`src/rtl/student_and.sv`:
```
// Single-bit AND gate used as the only evaluation element of the serial engine.
module student_and (
  input  logic x,
  input  logic y,
  output logic z
);

  // Mux form keeps the datapath free of the reduction/bitwise AND operator.
  assign z = x ? y : 1'b0;

endmodule

```
`src/rtl/student_and16_serial.sv`:
```
// Bit-serial 16-bit AND: captures operands on start, evaluates LSB first through one
// student_and, streams each bit with an index tag and pulses done with the full result.
module student_and16_serial (
  input  logic        clk,
  input  logic        reset,
  input  logic        start,
  input  logic [15:0] a,
  input  logic [15:0] b,
  output logic        busy,
  output logic        bit_valid,
  output logic        bit_out,
  output logic [3:0]  bit_idx,
  output logic        done,
  output logic [15:0] out
);

  typedef enum logic [1:0] {StIdle, StRun, StDone} state_e;

  state_e      state_q;
  logic [15:0] sa_q;
  logic [15:0] sb_q;
  logic [15:0] acc_q;
  logic [15:0] out_q;
  logic [3:0]  count_q;
  logic        busy_q;
  logic        valid_q;
  logic        done_q;
  logic        and_bit;

  student_and u_and (
    .x (sa_q[0]),
    .y (sb_q[0]),
    .z (and_bit)
  );

  // Serial outputs are forced to zero whenever no bit is being presented.
  assign bit_out   = valid_q ? and_bit : 1'b0;
  assign bit_idx   = valid_q ? count_q : 4'd0;
  assign bit_valid = valid_q;
  assign busy      = busy_q;
  assign done      = done_q;
  assign out       = out_q;

  always_ff @(posedge clk or posedge reset) begin
    if (reset) begin
      state_q <= StIdle;
      sa_q    <= 16'h0000;
      sb_q    <= 16'h0000;
      acc_q   <= 16'h0000;
      out_q   <= 16'h0000;
      count_q <= 4'd0;
      busy_q  <= 1'b0;
      valid_q <= 1'b0;
      done_q  <= 1'b0;
    end else begin
      unique case (state_q)
        StIdle: begin
          if (start) begin
            sa_q    <= a;
            sb_q    <= b;
            count_q <= 4'd0;
            acc_q   <= 16'h0000;
            state_q <= StRun;
            busy_q  <= 1'b1;
            valid_q <= 1'b1;
          end
        end
        StRun: begin
          acc_q   <= {and_bit, acc_q[15:1]};
          sa_q    <= {1'b0, sa_q[15:1]};
          sb_q    <= {1'b0, sb_q[15:1]};
          count_q <= count_q + 4'd1;
          // Last bit: count wraps to zero here, leaving it clean for the next op.
          if (count_q == 4'd15) begin
            out_q   <= {and_bit, acc_q[15:1]};
            state_q <= StDone;
            valid_q <= 1'b0;
            done_q  <= 1'b1;
          end
        end
        StDone: begin
          state_q <= StIdle;
          busy_q  <= 1'b0;
          done_q  <= 1'b0;
        end
        default: begin
          state_q <= StIdle;
          busy_q  <= 1'b0;
          valid_q <= 1'b0;
          done_q  <= 1'b0;
        end
      endcase
    end
  end

endmodule
```
`config.mk`:
```
export PLATFORM = sky130hd
export DESIGN_NAME = student_and16_serial
export DESIGN_NICKNAME = d
export VERILOG_FILES = /design/src/rtl/student_and.sv /design/src/rtl/student_and16_serial.sv
export SDC_FILE = /design/constraint.sdc
export NUM_CORES = 1
export LEC_CHECK = 0
export ABC_AREA = 0
export CORE_ASPECT_RATIO = 1.25
export CORE_MARGIN = 2
export CORE_UTILIZATION = 56
export DETAILED_ROUTE_END_ITERATION = 12
export PLACE_DENSITY = 0.89
export SLEW_MARGIN = 15
export SYNTH_ARGS = -nofsm -noshare
export SYNTH_HDL_FRONTEND = slang
export SYNTH_SLANG_ARGS = --single-unit
```
`constraint.sdc`:
```
create_clock -name clk -period 6.6 [get_ports clk]
set_input_delay 1.32 -clock clk [delete_from_list [all_inputs] [get_ports clk]]
set_output_delay 1.32 -clock clk [all_outputs]
set_load 0.005 [all_outputs]
```
==> results of run 1 <==
-- critical path, stage by stage (launching register included) --
cell	delay, ps
dfrtp_1	470
and3_1	230
clkdlybuf4s50_1	500
-- synthesized netlist by cell type, drive strengths merged --
cell / number / area, um2
a31oi: 10 / 62.6
nor2b: 22 / 145
inv: 3 / 11.3
o21ai: 36 / 180
and2: 15 / 93.8
clkbuf: 5 / 20.0
nand2b: 1 / 13.8
mux2: 16 / 214
nand3: 4 / 25.0
dfrtp: 72 / 1800
nor3b: 1 / 7.51
a21oi: 23 / 115
nand2: 16 / 60.1
o21bai: 1 / 18.8
buf: 17 / 153
ha: 1 / 12.5
a41oi: 1 / 8.76
or3: 1 / 6.26
a22oi: 20 / 150
a22o: 16 / 140
nand3b: 1 / 7.51
nor2: 2 / 23.8
and2b: 2 / 16.3
o22ai: 1 / 6.26
and3: 1 / 6.26
-- power by group --
group | switching [W] | internal (W)
Combinational | 0.000270 | 0.000318
Clock | 0.000156 | 0.000154
Sequential | 0.000115 | 0.000602
Total | 0.000540 | 0.00107
-- layout make-up --
type                            instances  area (um2)
Sequential cell                        72        1800
Fill cell                             439        1750
Multi-Input combinational cell        191        1310
Timing Repair Buffer                   62         611
Clock buffer                           12         155
Tap cell                               66        82.6
Clock inverter                          3        17.5
Inverter                                3        11.3
-- registers in the layout (all words and copies together), names as in the netlist --
register	flops
busy	1
sb_q	16
count_q	4
state_q	2
sa_q	16
acc_q	15
out	16
bit_valid	1
done	1
-- cells by family (layout without fill, tap and decap cells) --
family	after synthesis	count (layout)	synth area share, %
compound gates	108	108	20.7
flops	72	72	54.6
simple gates	66	66	12.3
buf+inv	25	80	5.57
mux	16	16	6.48
fa+ha+maj	1	1	0.379
-- layout by cell type, fill, tap and decap left out, drive strengths merged --
master / count
dfrtp: 72
clkinvlp: 1
clkinv: 2
and2b: 2
inv: 3
or3: 1
and3: 1
a31oi: 10
a21oi: 23
o21ai: 36
clkdlybuf4s50: 58
clkbuf: 12
a22o: 16
nand3b: 1
a41oi: 1
a22oi: 20
nor3b: 1
nand2: 16
nand2b: 1
ha: 1
buf: 4
o22ai: 1
o21bai: 1
nand3: 4
and2: 15
nor2: 2
nor2b: 22
mux2: 16
-- per-stage QoR --
step	hold WS, ps	util, %	worst slack [ps]
after floorplan	441	-	3460
after global placement	458	66.5	3690
after detailed placement	467	66.5	3610
after CTS	484	69.6	3710
after global routing	518	69.6	3690
final	481	69.6	3740
-- routing by layer --
| metal | up-vias | global-route usage [%] | share of wire [%] |
|---|---|---|---|
| met3 | 12 | 3.36 | 2.8 |
| met1 | 1209 | 29.7 | 44 |
| li1 | 1131 | - | - |
| met4 | 0 | 9.72 | 2.0 |
| met5 | - | 0 | 0 |
| met2 | 54 | 32.0 | 52 |
-- path summary, 6_finish.rpt --
kind / to / slack [ps] / startpoint / cells after the start
min: sa_q[6]$_DFFE_PP0P_ / 480 / sa_q[6]$_DFFE_PP0P_ / 2
max: bit_out / 3740 / bit_valid$_DFFE_PP0P_ / 2
max reg2reg: count_q[2]$_DFFE_PP0P_ / 4700 / state_q[0]$_DFFE_PP0P_ / 4
min reg2reg: sa_q[6]$_DFFE_PP0P_ / 480 / sa_q[6]$_DFFE_PP0P_ / 2
min in group asynchronous: out[8]$_DFFE_PP0P_ / 1580 / reset / 3
max in group asynchronous: sb_q[14]$_DFFE_PP0P_ / 4460 / reset / 3
==> out/results.tsv, run 1 <==
metric	value	unit
outcome	completed	
synth_nets	324	
finalSetupViolCount	0	
wl_per_cell	16.1	um
worstMarginPinSlew	889	ps
syn_to_final_growth	21.0	%
ys_seq_elements	72	
placed_cells	394	
period_needed	2860	ps
grt_max_degree	73	
total_power	0.00161	W
cp-end-kind	primary output	
cp_max_fo	8	
drive_gt1_share	12.0	%
stdcell_count	409	
ys_seq_area_share	54.6	%
htreeDepth	3	
netlist_area	3300	um2
grt_use_total	21.1	%
cts-root-buf	clkbuf_8	
synth_cell_types	35	
vias	2406	
cap_violations	0	
p_leak	1.75	nW
wirelength	6580	um
hold_class	register to register	
required	5280	ps
vias_per_cell	5.88	
cts_resized	0	
clk_pin_slew_worst_paths	70	ps
place_area	3820	um2
cts_buffers	9	
fmaxAchievable	349	MHz
nets	375	
grt_pass1_vias	2169	
cts_tree	yes	
hold_viol	0	
drc	0	
setup_tns	0	ps
n_antenna_cell	0	
fp-row-count	31	
avgSynthCellArea	11.5	um2
ir_drop	213	uV
startpoint_type	register	
dr.pass1.iters	5	
io_buffers	58	
clockBufferDepth	2	
arrival	1540	ps
dp_hpwl	4210	um
worstSetupPathType	register to primary output	
initial_core_util	57.5	%
insertion_delay	340	ps
die_width	72.7	um
grt_overflow_total	0	
antenna_found_initial	0	
initialDrtViolationCount	181	
ios	59	
fin_area	3990	um2
fp.dieH	89.8	um
power.density	404	nW/um2
rsz0062_at_grt	no	
globalplace.congestion	0.762	
synthCells	288	
dieArea	6530	um2
cts_setup_buffers	0	
grt_pass1_wl	10700	um
hold_buffers	0	
finalCritPeriodShare	43.4	%
maxSlewHeadroom	40.8	%
detail-route-antenna-nets	0	
finalClockSkew	6.06	ps
clock_sinks	72	
placeableCoreArea	5740	um2
yosysWarnings	0	
slew_violations	0	
No activity file was read; power rests on OpenSTA's default activity.
==> inputs of run 2 (changes only) <==
CORE_UTILIZATION = 52   (was 56)
PLACE_DENSITY = 0.84   (was 0.89)
clock period = 2.7 ns   (was 6.6 ns; I/O delays follow)
==> run 2 against run 1 <==
  * Clock skew is 6.1 ps higher
  * Sequential power increased to 2.5 times the previous value
  * Setup slack worse by 3100 ps
  * Global-route usage down 0.48 points
  * Flip-flop and latch count unchanged
  * Highest routed layer unchanged
  * Total power increased to 2.6 times the previous value
  * Critical endpoint unchanged
  * Largest cell class unchanged
  * Critical path type unchanged
  * Critical path depth unchanged
  * Routed wire length increased by 0.58%
==> out/results.tsv, run 2 (synthesized netlist as in run 1, its figures left out) <==
metric	value	unit
finalClockSkew	12.2	ps
multiInputGateArea	1310	um2
dieArea	7000	um2
dp_hpwl	4390	um
detail-route-antenna-nets	0	
syn_to_final_growth	24.8	%
whs	482	ps
maxSlewHeadroom	43.3	%
vias	2407	
cap_violations	0	
hold_buffers	0	
initialDrtViolationCount	188	
place_ws	676	ps
startpoint_type	register	
grt_pass1_vias	2278	
worstMarginPinSlew	849	ps
grt_max_degree	41	
wirelength	6620	um
fp.dieH	93.1	um
insertion_delay	360	ps
mostFrequentLayoutCell	dfrtp_1	
grtUsageMet2	30.6	%
total_power	0.00415	W
fillers	511	
cts_tree	yes	
finalCritPeriodShare	77.7	%
die_width	75.2	um
gr-usage-met3	3.66	%
outcome	completed	
ios	59	
initial_core_util	53.5	%
required	2160	ps
grt_overflow_total	0	
setup_tns	0	ps
fmaxAchievable	477	MHz
met1_usage	29.4	%
arrival	1560	ps
n_antenna_cell	0	
fp-row-count	32	
htreeDepth	3	
cp-end-kind	primary output	
drive_gt1_share	14.0	%
slowest_delay	500	ps
globalplace.congestion	0.759	
clock_sinks	72	
clockBufferDepth	2	
layout_common_cells	dfrtp_1, clkdlybuf4s50_1, o21ai_0	
p_leak	1.80	nW
grt_pass1_wl	11000	um
antenna_found_initial	0	
placeableCoreArea	6170	um2
stdcell_count	436	
cts_setup_buffers	0	
worstSetupPathType	register to primary output	
wl_per_cell	15.2	um
drc	0	
rsz0062_at_grt	no	
dr.pass1.iters	4	
power.density	1010	nW/um2
cts_buffers	9	
cp_slowest_cell	clkdlybuf4s50_1	
placed_cells	420	
nets	382	
crit_chain	and3_1, clkdlybuf4s50_1	
grt_use_total	20.6	%
clk_pin_slew_worst_paths	70	ps
hold_class	register to register	
io_buffers	58	
cts-root-buf	clkbuf_8	
cp_max_fo	8	
finalSetupViolCount	0	
hold_viol	0	
slew_violations	0	
vias_per_cell	5.52	
period_needed	2100	ps
ff_latch_area	1800	um2
setup_slack	603	ps
busiest_layer	met2	
cts_resized	0	
ir_drop	481	uV
run 2: final timing paths:
check	startpoint	end	slack (ps)	cells past startpoint
worst max-delay path	bit_valid$_DFFE_PP0P_	bit_out	600	2
worst min-delay path	sa_q[9]$_DFFE_PP0P_	sa_q[9]$_DFFE_PP0P_	480	2
worst max register to register	state_q[0]$_DFFE_PP0P_	sb_q[1]$_DFFE_PP0P_	940	3
worst min register to register	sa_q[9]$_DFFE_PP0P_	sa_q[9]$_DFFE_PP0P_	480	2
max in group asynchronous	reset	sa_q[13]$_DFFE_PP0P_	1390	3
min in group asynchronous	reset	acc_q[11]$_DFFE_PP0P_	660	2
run 2: worst max-delay path, delay by kind of cell, from the launching register on:
kind                   cells  cell delay (ps)
buffers and inverters      1              500
and+or+nand+nor            1              220
DFF                        1              490
run 2: layout make-up:
| cell class | count | area share (%) |
|---|---|---|
| clock buffers | 11 | 3.43 |
| clock inverters | 5 | 1.94 |
| inverters | 3 | 0.273 |
| multi-input cells | 191 | 31.9 |
| flip-flops and latches | 72 | 43.8 |
| well taps | 85 | 2.58 |
| repair buffers | 69 | 16.1 |
run 2: power breakdown:
part           total, W  internal [W]  leakage (nW)  switching, W
logic           0.00141      0.000793         0.731      0.000620
registers       0.00179       0.00147         0.965      0.000316
clock network  0.000953      0.000544         0.106      0.000409
total           0.00415       0.00281          1.80       0.00135
run 2: metal layers:
metal	up-vias	wire [um]
met4	0	70
met5	-	0
met2	61	3290
li1	1148	-
met1	1191	2990
met3	7	272
run 2: stage by stage:
stage                     instance area, um2  utilization (%)
after floorplan                         3300                -
after global placement                  3900             63.2
after detailed placement                3900             63.2
after CTS                               4120             66.8
after global routing                    4120             66.8
final                                   4120             66.8
==> inputs of run 3 (changes only) <==
clock period = 1.95 ns   (was 2.7 ns; I/O delays follow)
==> run 3 against run 2 <==
  * Cell area shrank 0.43%
  * Critical path depth is the same
  * Flip-flop and latch count is the same
  * Critical path type unchanged
==> out/results.tsv, run 3 (synthesized netlist as in run 1, its figures left out) <==
metric	value	unit
outcome	completed	
nets	379	
hold_class	input pin to asynchronous set/reset pin	
fin_util	66.5	%
worstMarginPinSlew	701	ps
critPathBufInv	1	
p_leak	1.79	nW
finalClockSkew	7.43	ps
ir_drop	716	uV
grt_overflow_total	0	
slew_violations	0	
clock_power_share	20.8	%
cap_violations	0	
power.density	1380	nW/um2
ios	59	
swShare	33.0	%
layout_common_cells	dfrtp_1, clkdlybuf4s50_1, o21ai_0	
die_width	75.2	um
initialDrtViolationCount	184	
grt_pass1_vias	2208	
globalplace.congestion	0.762	
insertion_delay	350	ps
clk_pin_slew_worst_paths	80	ps
initial_core_util	53.5	%
dp_hpwl	4200	um
antenna_found_initial	0	
clock_sinks	72	
htreeDepth	3	
drc	0	
cts_setup_buffers	0	
arrival	1480	ps
finalSetupViolCount	0	
wl_per_cell	15.2	um
whs	482	ps
vias_per_cell	5.64	
detail-route-antenna-nets	0	
grt_use_total	21.3	%
cp_slowest_cell	clkdlybuf4s50_1	
startpoint_type	register	
rsz0062_at_grt	no	
grt_max_degree	73	
cts_buffers	9	
setup_tns	0	ps
drive_gt1_share	13.8	%
cts_resized	1	
cp-end-kind	primary output	
maxSlewHeadroom	53.1	%
dieArea	7000	um2
hold_viol	0	
vias	2444	
syn_to_final_growth	24.3	%
required	1560	ps
power_frac_seq	43.3	%
worstSetupPathType	register to primary output	
cp_max_fo	8	
hold_buffers	0	
cts-root-buf	clkbuf_8	
period_needed	1870	ps
slowest_delay	500	ps
clockBufferDepth	2	
fillers	518	
wirelength	6590	um
io_buffers	58	
fmaxAchievable	535	MHz
r2r_setup_slack	250	ps
intPower	0.00378	W
finalCritPeriodShare	95.8	%
grt_pass1_wl	11200	um
power_frac_comb	35.9	%
total_power	0.00565	W
n_antenna_cell	0	
fp.dieH	93.1	um
cts_tree	yes	
mostFrequentLayoutCell	dfrtp_1	
netSwitchingPower	0.00186	W
fp-row-count	32	
crit_path_start	bit_valid$_DFFE_PP0P_	
crit_chain	and3_1, clkdlybuf4s50_1	
cp_top_family	buffers and inverters	
placeableCoreArea	6170	um2
rr_startpoint	count_q[0]$_DFFE_PP0P_	
dr.pass1.iters	5	
==> run 3: power by group through the flow <==
stage | Sequential (W) | Combinational [W] | Clock (W)
final | 0.00244 | 0.00203 | 0.00117
after global routing | 0.00252 | 0.00226 | 0.00126
after CTS | 0.00244 | 0.00204 | 0.00118
after detailed placement | 0.00246 | 0.00204 | 0
after global placement | 0.00243 | 0.00196 | 0
after floorplan | 0.00237 | 0.00140 | 0
==> run 3: layout make-up <==
type,count,area [um2],area share (%)
clock buffer,10,138,3.36
clock inverter,6,58.8,1.43
inverter,3,15.0,0.366
multi-input combinational,191,1310,32.0
sequential,72,1800,44.0
tap,85,106,2.59
timing repair buffer,66,666,16.2
==> run 3: layer usage <==
| layer | wire (um) | track usage, % | vias up |
|---|---|---|---|
| li1 | - | - | 1145 |
| met2 | 3280 | 31.1 | 65 |
| met5 | 0 | 0 | - |
| met1 | 2910 | 30.5 | 1225 |
| met4 | 102 | 7.16 | 0 |
| met3 | 295 | 6.47 | 9 |
==> run 3: worst register-to-register path, stage by stage, from the launching register on <==
cell	delay, ps
dfrtp_1	420
ha_1	260
nand3_2	180
nor2_8	340
mux2_2	390
==> run 3: metrics by stage <==
stage                     cell area (um2)  instances  setup WS, ps
after global placement               3900        417           129
after CTS                            4100        433          64.2
after global routing                 4100        433          7.38
after detailed placement             3900        417           117
final                                4100        433          81.4
after floorplan                      3300        288           473
==> run 3: worst paths after layout <==
| check | cells after the start | endpoint |
|---|---|---|
| worst max-delay path | 2 | bit_out |
| worst min-delay path | 3 | out[12]$_DFFE_PP0P_ |
| worst max register to register | 4 | out[14]$_DFFE_PP0P_ |
| worst min register to register | 2 | sa_q[7]$_DFFE_PP0P_ |
| max in group asynchronous | 3 | bit_valid$_DFFE_PP0P_ |
| min in group clk | 2 | sa_q[7]$_DFFE_PP0P_ |
==> patch 1: new RTL, config.mk and constraints of run 1 <==
Encoding of `state_e`: now one-hot (3 bits for 3 states).
--- a/src/rtl/student_and16_serial.sv
+++ b/src/rtl/student_and16_serial.sv
@@ -14,7 +14,7 @@
   output logic [15:0] out
 );
 
-  typedef enum logic [1:0] {StIdle, StRun, StDone} state_e;
+  typedef enum logic [2:0] {StIdle = 3'b001, StRun = 3'b010, StDone = 3'b100} state_e;
 
   state_e      state_q;
   logic [15:0] sa_q;
Check against the original RTL: same outputs for any inputs over 10 cycles, from zero or initial values and one cycle with reset high; not proved beyond that.
==> patch 1 against run 1 <==
Worst setup slack got worse by 0.027 ns; via count decreased by 8.9%; final area decreased by 1.8%; register-to-register slack got worse by 0.18 ns; routed wire length decreased by 9.3%; area after synthesis decreased by 7.1%; global-route usage increased by 0.36 points; cell count decreased by 7.1%; critical endpoint unchanged; sequential cell count increased by 1; sequential power decreased by 7.0%; sequential share of layout area increased by 1.5 points; power decreased by 6.4%; core utilization increased by 3.5 points.
==> patch 1: results (changes against run 1) <==
| Metric | Value |
|---|---|
| Status | `complete, no violations` |
| Met2 Usage GRT | `34.11% (+2.1 points)` |
| DRT Pass-1 Iters | `4 (-1)` |
| Metal-1 WL | `2654 um (-7.4%)` |
| Syn nets | `293 (-9.6%)` |
| Worst slew margin | `40.84% (+0.090 points)` |
| Worst ir drop on vdd | `0.2470 mV (+16%)` |
| Leak Pwr | `1.772 nW (+1.2%)` |
| Initial drt markers | `176 (-2.8%)` |
| Clkbuf count | `10 (-2)` |
| Crit-path max FO | `9 (+1)` |
| Met2 wire length | `2920 um (-14%)` |
| Synth area leaders | `dfrtp_1, a22o_1, mux2_4` |
| Fill count | `372 (-15%)` |
| Buffering overhead | `15.86% (+0.57 points)` |
| Hpwl dp | `3869 um (-8.1%)` |
| Setup slack at placement | `3.320 ns (-0.2864 ns)` |
| Multi-In Gates | `162 (-15%)` |
| Final cell area excluding filler cells | `3920 um^2 (-1.8%)` |
| Max stage delay cell, worst path | `dfrtp_1` |
| Fraction of area in multi-input gates | `29.08% (-3.8 points)` |
| Rows | `30 (-3.2%)` |
| Met3 GRT Util | `3.605% (+0.24 points)` |
| Switching share of power | `32.21% (-1.3 points)` |
| RePlAce Congestion | `0.7458 (-2.1%)` |
| Proportion of layout cells with a drive suffix above 1 | `14.24% (+2.3 points)` |
| GR met1 Demand/Resource | `28.30% (-1.4 points)` |
| Vias in the first global route | `2107 (-2.9%)` |
| Comb pwr | `0.000423 W (-28%)` |
| Total power | `0.001510 W (-6.4%)` |
| Sequential area share after synthesis | `59.61% (+5.0 points)` |
| Final #Nets | `347 (-7.5%)` |
| Clk pwr | `0.000421 W (+36%)` |
| DR WL/cell | `15.70 um (-2.4%)` |
| Placed inst area | `3666 um^2 (-4.0%)` |
-- patch 1: cell types whose count changed after synthesis, moves of 7 or more --
cell / run 1 / this run
nor3_1: 0 / 21
nand3_1: 3 / 10
a21oi_1: 23 / 5
nor2_1: 1 / 23
mux2i_1: 0 / 9
a22oi_1: 20 / 0
and2_1: 15 / 5
a31oi_1: 10 / 1
o22ai_1: 1 / 21
clkbuf_1: 4 / 14
nor2b_1: 21 / 2
o21ai_0: 24 / 12
nand2_1: 16 / 6
o21ai_1: 12 / 0
-- patch 1: worst reg2reg max path, stage by stage (launching register included) --
cell and delay (ns):
dfrtp_1 0.50, or3b_1 0.39, buf_4 0.29, nor2_8 0.39, mux2_2 0.39
-- patch 1: final timing paths --
path | from | end | slack, ns | cells after the start
worst max-delay path | bit_valid$_DFFE_PP0P_ | bit_out | 3.71 | 2
worst min-delay path | sa_q[12]$_DFFE_PP0P_ | sa_q[12]$_DFFE_PP0P_ | 0.51 | 2
worst max register to register | state_q[2]$_DFFE_PP0P_ | out[12]$_DFFE_PP0P_ | 4.52 | 4
worst min register to register | sa_q[12]$_DFFE_PP0P_ | sa_q[12]$_DFFE_PP0P_ | 0.51 | 2
max in group asynchronous | reset | sb_q[9]$_DFFE_PP0P_ | 4.48 | 3
min in group asynchronous | reset | done$_DFFE_PP0P_ | 1.55 | 3
-- patch 1: logic make-up (layout without fill, tap and decap cells) --
| family | Yosys count | count (layout) | synth area share, % |
|---|---|---|---|
| AO/OA/AOI/OAI | 59 | 59 | 12.89 |
| adder cells (fa/ha/maj) | 1 | 1 | 0.4079 |
| buffers and inverters | 22 | 81 | 3.917 |
| flip-flops | 73 | 73 | 59.61 |
| multiplexers | 26 | 26 | 10.28 |
| AND/OR/NAND/NOR | 76 | 76 | 12.89 |
==> patch 2: new RTL, settings of run 1 <==
Made on the original files. Make the reset (`reset`) synchronous in one clocked block.
--- a/src/rtl/student_and16_serial.sv
+++ b/src/rtl/student_and16_serial.sv
@@ -41,7 +41,7 @@
   assign done      = done_q;
   assign out       = out_q;
 
-  always_ff @(posedge clk or posedge reset) begin
+  always_ff @(posedge clk) begin
     if (reset) begin
       state_q <= StIdle;
       sa_q    <= 16'h0000;
Formal check against the unedited RTL: differs if reset is asserted again (counterexample within 4 cycles, from zero or initial values and one cycle with reset high); with reset held inactive, the same outputs for 10 cycles.
==> patch 2 against run 1 <==
Worst hold slack worse by 0.0052 ns; die area down 9.5%; clock skew up 0.0034 ns; sequential cell count unchanged; area after synthesis down 10%; register-to-register slack worse by 0.20 ns; routed wire length up 6.0%; final area down 8.6%; worst setup slack worse by 0.47 ns; non-clock buffer count down 1; critical path type is now in2reg.
Power is not compared: it rests on default switching activity, and its combinational part moved more than twofold at a synthesized area within 25%.
==> patch 2: results (changes against run 1) <==
| Metric | Value |
|---|---|
| Status | `complete, no violations` |
| Number of non-clock buffers | `61 (-1.6%)` |
| Global Route Usage Sum | `23.83% (+2.7 points)` |
| Fraction of area in multi-input gates | `36.54% (+3.6 points)` |
| Met3 GRT Util | `4.038% (+0.67 points)` |
| Synth unique cells | `33 (-5.7%)` |
| Post-Layout Cell Count | `445 (+8.8%)` |
| Initial drt markers | `265 (+46%)` |
| Metal-1 WL | `3022 um (+5.4%)` |
| Placed inst area | `3463 um^2 (-9.3%)` |
| Worst-Margin Slew | `1.057 ns (+0.1685 ns)` |
| Detailed-route via count | `2692 (+12%)` |
| Met2 Usage GRT | `40.91% (+8.9 points)` |
| GR met1 Demand/Resource | `29.45% (-0.21 points)` |
| RePlAce Congestion | `0.8247 (+8.2%)` |
| DRT Pass-1 Iters | `4 (-1)` |
| R2r setup slk | `4.50 ns (-0.20 ns)` |
| Sequential cells | `72 (unchanged)` |
| Clkbuf count | `13 (+1)` |
| Leak Pwr | `1.289 nW` |
| Async S/R FF share, synth | `0% (-100 points)` |
| Avg Synthesized Cell Area | `8.707 um^2 (-24%)` |
| Multi-In Gates | `230 (+20%)` |
| Buffering overhead | `16.39% (+1.1 points)` |
| Seq/total area | `39.49% (-5.6 points)` |
| Syn nets | `377 (+16%)` |
| Placed Cells | `429 (+8.9%)` |
| Setup slack at placement | `2.934 ns (-0.6721 ns)` |
| Hpwl dp | `4183 um (-0.67%)` |
| DR WL/cell | `15.67 um (-2.6%)` |
| Final #Nets | `414 (+10%)` |
| Post-synthesis adder-cell area fraction | `0.4214% (+0.042 points)` |
| Fill count | `404 (-8.0%)` |
| Worst EP arrival | `3.61 ns (+2.07 ns)` |
| Compound-gate portion of the synthesized area | `28.11% (+7.4 points)` |
| Tap Cells | `62 (-6.1%)` |
| Synth area leaders | `dfxtp_1, nor2_1, a211oi_1` |
| CTS buffer count | `9 (unchanged)` |
| Crit-path max FO | `29 (+21)` |
| F_max | `0.3006 GHz (-14%)` |
| Worst Skew | `0.009450 ns (+0.003388 ns)` |
| Routed wl met3 | `336 um (+85%)` |
| Number of ordinary inverters in the final layout | `4 (+1)` |
| Synth cell count leaders | `nor2_1, dfxtp_1, a211oi_1, o2bb2ai_1, a21oi_1` |
| Hold slack | `0.4756 ns (-0.005177 ns)` |
| Proportion of layout cells with a drive suffix above 1 | `6.266% (-5.7 points)` |
| Met2 wire length | `3537 um (+4.0%)` |
[patch 2: worst max-delay path, cell delays in order]
cell             delay, ns
clkdlybuf4s50_1       0.96
o21bai_2              0.97
a22oi_1               0.22
nor2_1                0.13
[patch 2: worst paths after layout]
kind	startpoint	endpoint	cells past startpoint
min	out[0]$_SDFFE_PP0P_	out[0]$_SDFFE_PP0P_	2
max	start	acc_q[14]$_SDFFE_PP0P_	4
min reg2reg	out[0]$_SDFFE_PP0P_	out[0]$_SDFFE_PP0P_	2
max reg2reg	state_q[1]$_SDFFE_PP0P_	sb_q[14]$_SDFFE_PP0P_	3
[patch 2: power groups by stage]
stage          clock network, W   logic, W  registers, W
6_report               0.000325  0.0000925      0.000468
4_1_cts                0.000329  0.0000928      0.000467
2_1_floorplan                 0  0.0000633      0.000472
3_3_place_gp                  0  0.0000884      0.000476
5_1_grt                0.000345   0.000102      0.000470
3_5_place_dp                  0  0.0000911      0.000477
